$ cat src/rtl/pwm_multi_gen.sv
// pwm_multi_gen: N_CH-channel PWM with a shared period counter, shadowed
// TOP/DUTY/POL registers loaded at each period wrap, and a clk prescaler.
module pwm_multi_gen #(
  parameter int N_CH  = 4,
  parameter int CNT_W = 16,
  parameter int PRESC = 1
) (
  input  logic                        clk,
  input  logic                        arstn,
  input  logic                        en,
  input  logic                        cfg_we,
  input  logic [$clog2(N_CH+2)-1:0]   cfg_addr,
  input  logic [CNT_W-1:0]            cfg_wdata,
  output logic [N_CH-1:0]             pwm_o,
  output logic                        period_end
);
  localparam int AW = $clog2(N_CH + 2);
  localparam int PW = PRESC > 1 ? $clog2(PRESC) : 1;
  logic [PW-1:0]    psc;
  logic [CNT_W-1:0] cnt, top_s, top_a;
  logic [CNT_W-1:0] duty_s [N_CH];
  logic [CNT_W-1:0] duty_a [N_CH];
  logic [N_CH-1:0]  pol_s, pol_a, cmp;
  logic             tick, wrap;
  assign tick = en && psc == PW'(PRESC - 1);
  assign wrap = tick && cnt == top_a;
  for (genvar i = 0; i < N_CH; i++) begin : g_cmp
    assign cmp[i] = (cnt < duty_a[i]) ^ pol_a[i];
  end
  // Active registers track the shadows while idle so enabling starts clean.
  always_ff @(posedge clk or negedge arstn) begin
    if (!arstn) begin
      psc        <= '0;
      cnt        <= '0;
      top_s      <= '0;
      top_a      <= '0;
      pol_s      <= '0;
      pol_a      <= '0;
      pwm_o      <= '0;
      period_end <= 1'b0;
      for (int i = 0; i < N_CH; i++) begin
        duty_s[i] <= '0;
        duty_a[i] <= '0;
      end
    end else begin
      psc <= (!en || tick) ? '0 : psc + PW'(1);
      cnt <= (!en || wrap) ? '0 : tick ? cnt + CNT_W'(1) : cnt;
      if (cfg_we && cfg_addr == '0) top_s <= cfg_wdata;
      if (cfg_we && cfg_addr == AW'(N_CH + 1)) pol_s <= cfg_wdata[N_CH-1:0];
      for (int i = 0; i < N_CH; i++)
        if (cfg_we && cfg_addr == AW'(i + 1)) duty_s[i] <= cfg_wdata;
      if (!en || wrap) begin
        top_a  <= top_s;
        pol_a  <= pol_s;
        duty_a <= duty_s;
      end
      pwm_o      <= en ? cmp : '0;
      period_end <= wrap;
    end
  end
endmodule

$ cat config.mk
export PLATFORM = sky130hd
export DESIGN_NAME = pwm_multi_gen
export DESIGN_NICKNAME = d
export VERILOG_FILES = /design/src/rtl/pwm_multi_gen.sv
export SDC_FILE = /design/constraint.sdc
export NUM_CORES = 1
export LEC_CHECK = 0
export CAP_MARGIN = 5
export CORE_MARGIN = 2
export CORE_UTILIZATION = 40
export DETAILED_ROUTE_END_ITERATION = 8
export GPL_TIMING_DRIVEN = 0
export HOLD_SLACK_MARGIN = 0.08
export SYNTH_ARGS = -nofsm -noshare
export SYNTH_HDL_FRONTEND = slang
export SYNTH_SLANG_ARGS = --single-unit
$ cat constraint.sdc
create_clock -name clk -period 3 [get_ports clk]
set_input_delay 0.6 -clock clk [delete_from_list [all_inputs] [get_ports clk]]
set_output_delay 0.6 -clock clk [all_outputs]
set_load 0.01 [all_outputs]
## Yosys cells after proc, flatten, opt, wreduce, memory -nomap -nowiden

Cells that the tools add are included.

- Output and inout bits: 5
- Input port bits: 23
- Register bits: 190
- Logic and storage cells: 50

- Equal/unequal tests: 6
- Bitwise operators: 5
- Mux-type cells: 4
- Reductions and logical operators: 13
- Order comparisons: 4
- Add/subtract/negate cells: 2

Operator list:

| kind | number |
|---|---|
| less-than comparator 16 bit | 4 |
| two-way mux 16 bit | 2 |
| adder 16 x 1 -> 16 bit, second input constant | 1 |
| == test 16 bit | 1 |
| logical AND 1 bit | 8 |
| == test 3 x 2 -> 1 bit, second input constant | 2 |
| == test 3 bit, second input constant | 2 |
| two-way mux 4 bit | 1 |
| XOR 1 bit | 4 |
| == test 3 x 1 -> 1 bit, second input constant | 1 |
| zero test 3 bit | 1 |
| logical OR 1 bit | 2 |
| nonzero test 2 bit | 1 |
| adder 1 bit, second input constant | 1 |
| zero test 1 bit | 1 |
| two-way mux 1 bit | 1 |
| inverter 1 bit | 1 |

## Depth between registers and ports, before layout

- Depth after elaboration: 5
- Gate-level depth with buffers: 8
- Depth with buffers taken out: 7

## Worst setup path before layout

Ideal clock, no wire load.

- Kind: input port to flip-flop
- Start point: input en
- End point: register duty_a[58] in the netlist's numbering
- Required time: 2.873 ns
- Setup slack: 0.706 ns
- Buffers on the path: 2
- Cell stages on the path: 7
- Setup time: 0.127 ns
- Arrival time: 2.167 ns
- Cell sequence: and2b_1 nand2_1 or4b_1 o21ai_2 buf_4 buf_6 mux2_1

- Cells in the longest elaborated chain, start to end: 3
- Elaborated cells between the ends (all ways): 4
- Classes of those cells: reduce/logical: 4

RTL lines:

| element | line | RTL |
|---|---|---|
| start, declared | 10 | `input logic en,` |
| logical AND 1 bit | 25 | `assign tick = en && psc == PW'(PRESC - 1);` |
| logical AND 1 bit | 26 | `assign wrap = tick && cnt == top_a;` |
| logical OR 1 bit (*) | 52 | `if (!en \|\| wrap) begin` |
| end signal, assigned | 55 | `duty_a <= duty_s;` |
| end, declared | 22 | `logic [CNT_W-1:0] duty_a [N_CH];` |

Mark *: on every way between the ends. The rest lies on a longest branch, timed or not.
A chain may end at the register's enable or synchronous reset.

## Final worst setup path

- Start point: input cfg_we
- End point: register duty_s[32] in the netlist's numbering

- Cells in the longest elaborated chain, start to end: 1

RTL lines:

| element | line | RTL |
|---|---|---|
| start, declared | 11 | `input logic cfg_we,` |
| logical AND 1 bit | 51 | `if (cfg_we && cfg_addr == AW'(i + 1)) duty_s[i] <= cfg_wdata;` |
| end signal, assigned by index | 51 |  |
| end, declared | 21 | `logic [CNT_W-1:0] duty_s [N_CH];` |

Every way passes these cells.

==> run summary <==
Clocking
- **clock root cell** sky130_fd_sc_hd__clkbuf_16
- **latest clock arrival within the worst-skew pair** 0.43 ns
- **postcts setup bufs** 0
- **number of clock sinks seen by CTS** 190
- **clock tree from TritonCTS** yes
- **H-Tree Depth** 4
- **CTS Buf Count** 17
- **CTS clk-pin slew, worst paths** 0.07 ns
- **Bufs on Longest Clock Path** 2

Detailed routing
- **total wire length** 19700 um
- **drt first pass iters** 6
- **DR vias/cell** 5.28
- **post-route DRC violation count** 0
- **via count** 5440
- **antenna-violating nets left** 0
- **average wire length per cell after detail routing** 19.1 um
- **iteration-0 DRC count of the detailed router** 320

Power and ir drop
- **internal power** 5.23 mW
- **total design power** 7.08 mW
- **PwrDens** 691 mW/mm^2
- **proportion of power drawn by flip-flops and latches** 0.485
- **portion of total power attributed to combinational logic** 0.176
- **switching pwr** 1.85 mW
- **Worst IR Drop VDD** 0.324 mV
- **fraction of power spent switching nets** 0.261
- **share of power burned in the clock network** 0.338
- **leakage power figure** 4.76 nW

Logic synthesis
- **count of mapped cells out of synthesis** 692
- **number of storage elements in the synthesis netlist** 190
- **number of synthesized flops with an enable pin** 0
- **average cell area after synthesis** 13.0 um^2
- **leading cell types by total area after synthesis** sky130_fd_sc_hd__dfrtp_1, sky130_fd_sc_hd__mux2_2, sky130_fd_sc_hd__ha_1, sky130_fd_sc_hd__inv_1, sky130_fd_sc_hd__xnor2_1
- **fraction of the yosys area taken by sequential cells** 0.529
- **count of warnings emitted by yosys** 0
- **top cells by instance count after synthesis** sky130_fd_sc_hd__dfrtp_1, sky130_fd_sc_hd__mux2_2, sky130_fd_sc_hd__ha_1, sky130_fd_sc_hd__inv_1, sky130_fd_sc_hd__nand2_1
- **Unique masters post-synth** 44
- **portion of synthesized cell area occupied by the leading cell type** 0.529
- **ys async rst share** 1.00
- **most instantiated library cell after synthesis** sky130_fd_sc_hd__dfrtp_1
- **area leader, netlist** sky130_fd_sc_hd__dfrtp_1
- **commonest register cell after synthesis** sky130_fd_sc_hd__dfrtp_1
- **post-synthesis cell area** 0.00898 mm^2
- **post-synth net total** 776

Layout
- **flip-flop and latch area** 0.00475 mm^2
- **total area of multi-input combinational cells** 0.00391 mm^2
- **Final nets** 821
- **post-layout util** 0.467
- **fraction of layout cells with a size suffix above 1** 0.279
- **synthesis-to-layout area growth** 14.2%
- **diodes inserted** 0
- **filler-free cell count of the finished design** 1030
- **fill cell count** 1927

Setup path
- **critical path launch point** cfg_we
- **Worst EP required** 3.31 ns
- **CP Launch Type** input pin
- **slack of the worst reg-to-reg path** 0.31 ns
- **endpoint kind of the worst setup timing path** register
- **Worst Setup EP** duty_s[32]$_DFFE_PN0P_
- **end of the worst register-to-register path** duty_a[58]$_DFFE_PN0N_
- **Critical Setup Path Class** input pin to register
- **crit path DAT** 3.12 ns
- **Reg-to-Reg Start** cnt[11]$_DFFE_PN0P_
- **maximum fanout count along the critical path** 10
- **worst r2r path cells** 7

Floorplan
- **number of placed I/O pins** 28
- **core footprint** 0.0220 mm^2
- **Die Y-Extent** 154 um
- **floorplan die area** 0.0237 mm^2
- **x dimension of the die** 154 um
- **effective utilization at floorplan** 0.409
- **Std-Cell Rows** 54

Timing
- **minimum period implied by the final worst setup slack** 2.81 ns
- **setup repair after global routing missed its margin** no
- **Setup Skew** 0.0121 ns
- **Setup violations, final** 0
- **highest attainable clock frequency** 356 MHz
- **final critical-path share of the clock period** 0.938
- **Max Slew Vio Count** 0
- **slew at the pin closest to its max-slew limit** 1.12 ns
- **worst-case headroom to the max-slew limit** 0.251
- **number of endpoints with negative hold slack in the final report** 0

GRT
- **overall overflow remaining after global route** 0
- **GRT Overall Usage** 0.178
- **first-pass GRT wire length** 32200 um
- **antenna violations before repair** 1
- **largest net degree at the start of global routing** 99
- **number of global-route vias before repair** 6099

Run
- **# Max-Cap Violations** 0

Min path
- **Hold/Removal Path Class** input pin to async pin

Placement
- **number of buffers inserted by port buffering** 25
- **sum of net half-perimeters after detailed placement** 14700 um
- **Final GP Congestion** 0.921
- **dpl cells** 998

Outcome
- **result of the run** finished clean

==> metal layers <==
layer	up-vias	global-route usage	share of wire
li1	2524	-	-
met1	2815	0.225	0.45
met2	74	0.307	0.49
met3	27	0.0347	0.032
met4	0	0.0592	0.023
met5	-	0	0
==> what timing repair did <==
item / CTS / global route
setup endpoints to repair: 0 / 5
hold buffers: 0 / 0
resized for setup: 0 / 2
==> stage by stage <==
step / instance area, um^2 / setup slack [ns] / TNS, ns / hold slack, ns
after floorplan: 8980 / 0.706 / 0 / 0.304
after global routing: 10300 / 0.0501 / 0 / 0.254
after detailed placement: 9610 / -0.364 / -31.00 / 0.479
after CTS: 10200 / 0.0800 / 0 / 0.220
after global placement: 9580 / -6.10 / -1183.34 / 0.471
final: 10300 / 0.187 / 0 / 0.209
==> layout make-up <==
class,count,share of cell area
clock inverters,13,0.0181
inverters,60,0.0220
clock buffers,19,0.0432
multi-input cells,423,0.382
plain buffers,19,0.00928
well taps,280,0.0342
repair buffers,26,0.0278
flip-flops and latches,190,0.464
==> critical path, cell delays in order <==
cell and delay [ns]:
sky130_fd_sc_hd__clkdlybuf4s50_1 0.50, sky130_fd_sc_hd__nor2b_1 0.25, sky130_fd_sc_hd__nand2_1 0.08, sky130_fd_sc_hd__nor2_1 0.68
sky130_fd_sc_hd__clkbuf_1 0.59, sky130_fd_sc_hd__mux2_2 0.41
==> power groups by stage <==
stage                     clock network (mW)  registers (mW)  logic (mW)
after floorplan                            0            3.38       0.909
after global placement                     0            3.46        1.19
after detailed placement                   0            3.49        1.26
after CTS                               2.44            3.44        1.27
after global routing                    2.55            3.51        1.39
final                                   2.39            3.44        1.25
==> registers in the layout, summed over array words and instances (netlist names) <==
signal	count
cnt	16
duty_a	64
duty_s	64
period_end	1
pol_a	4
pol_s	4
psc	1
pwm_o	4
top_a	16
top_s	16
==> how the worst min path moves through the flow <==
stage,endpoint,slack (ns),cells past startpoint
2_1_floorplan,cnt[0]$_DFFE_PN0P_,0.30,0
5_1_grt,duty_s[56]$_DFFE_PN0P_,0.25,1
3_3_place_gp,duty_a[61]$_DFFE_PN0N_,0.47,1
6_report,duty_a[59]$_DFFE_PN0N_,0.21,1
4_1_cts,duty_a[59]$_DFFE_PN0N_,0.22,1
3_5_place_dp,duty_a[59]$_DFFE_PN0N_,0.48,1
==> kinds of logic after synthesis <==
| kind of cell | count (synthesis) | synth area share |
|---|---|---|
| buffers and inverters | 79 | 0.0357 |
| XOR/XNOR | 30 | 0.0293 |
| other | 1 | 0.000418 |
| adder cells (fa/ha/maj) | 61 | 0.0850 |
| multiplexers | 172 | 0.215 |
| AO/OA/AOI/OAI | 55 | 0.0414 |
| AND/OR/NAND/NOR | 104 | 0.0638 |
| flip-flops | 190 | 0.529 |
==> placed cells by master (no fill, tap or decap), drive strengths merged, types with 4 or more instances in the layout <==
cell type and n:
a211o 4, a211oi 8, a21o 4, a21oi 12
a31oi 8, and3 5, and4 11, buf 12
bufinv 4, clkbuf 28, clkdlybuf4s50 23, clkinv 5
dfrtp 190, ha 61, inv 62, mux2 168
mux2i 4, nand2 25, nand2b 8, nand3 9
nor2 23, o211ai 4, o21ai 6, o221ai 4
o31ai 5, xnor2 15, xor2 15
(Power assumes the default switching activity.)
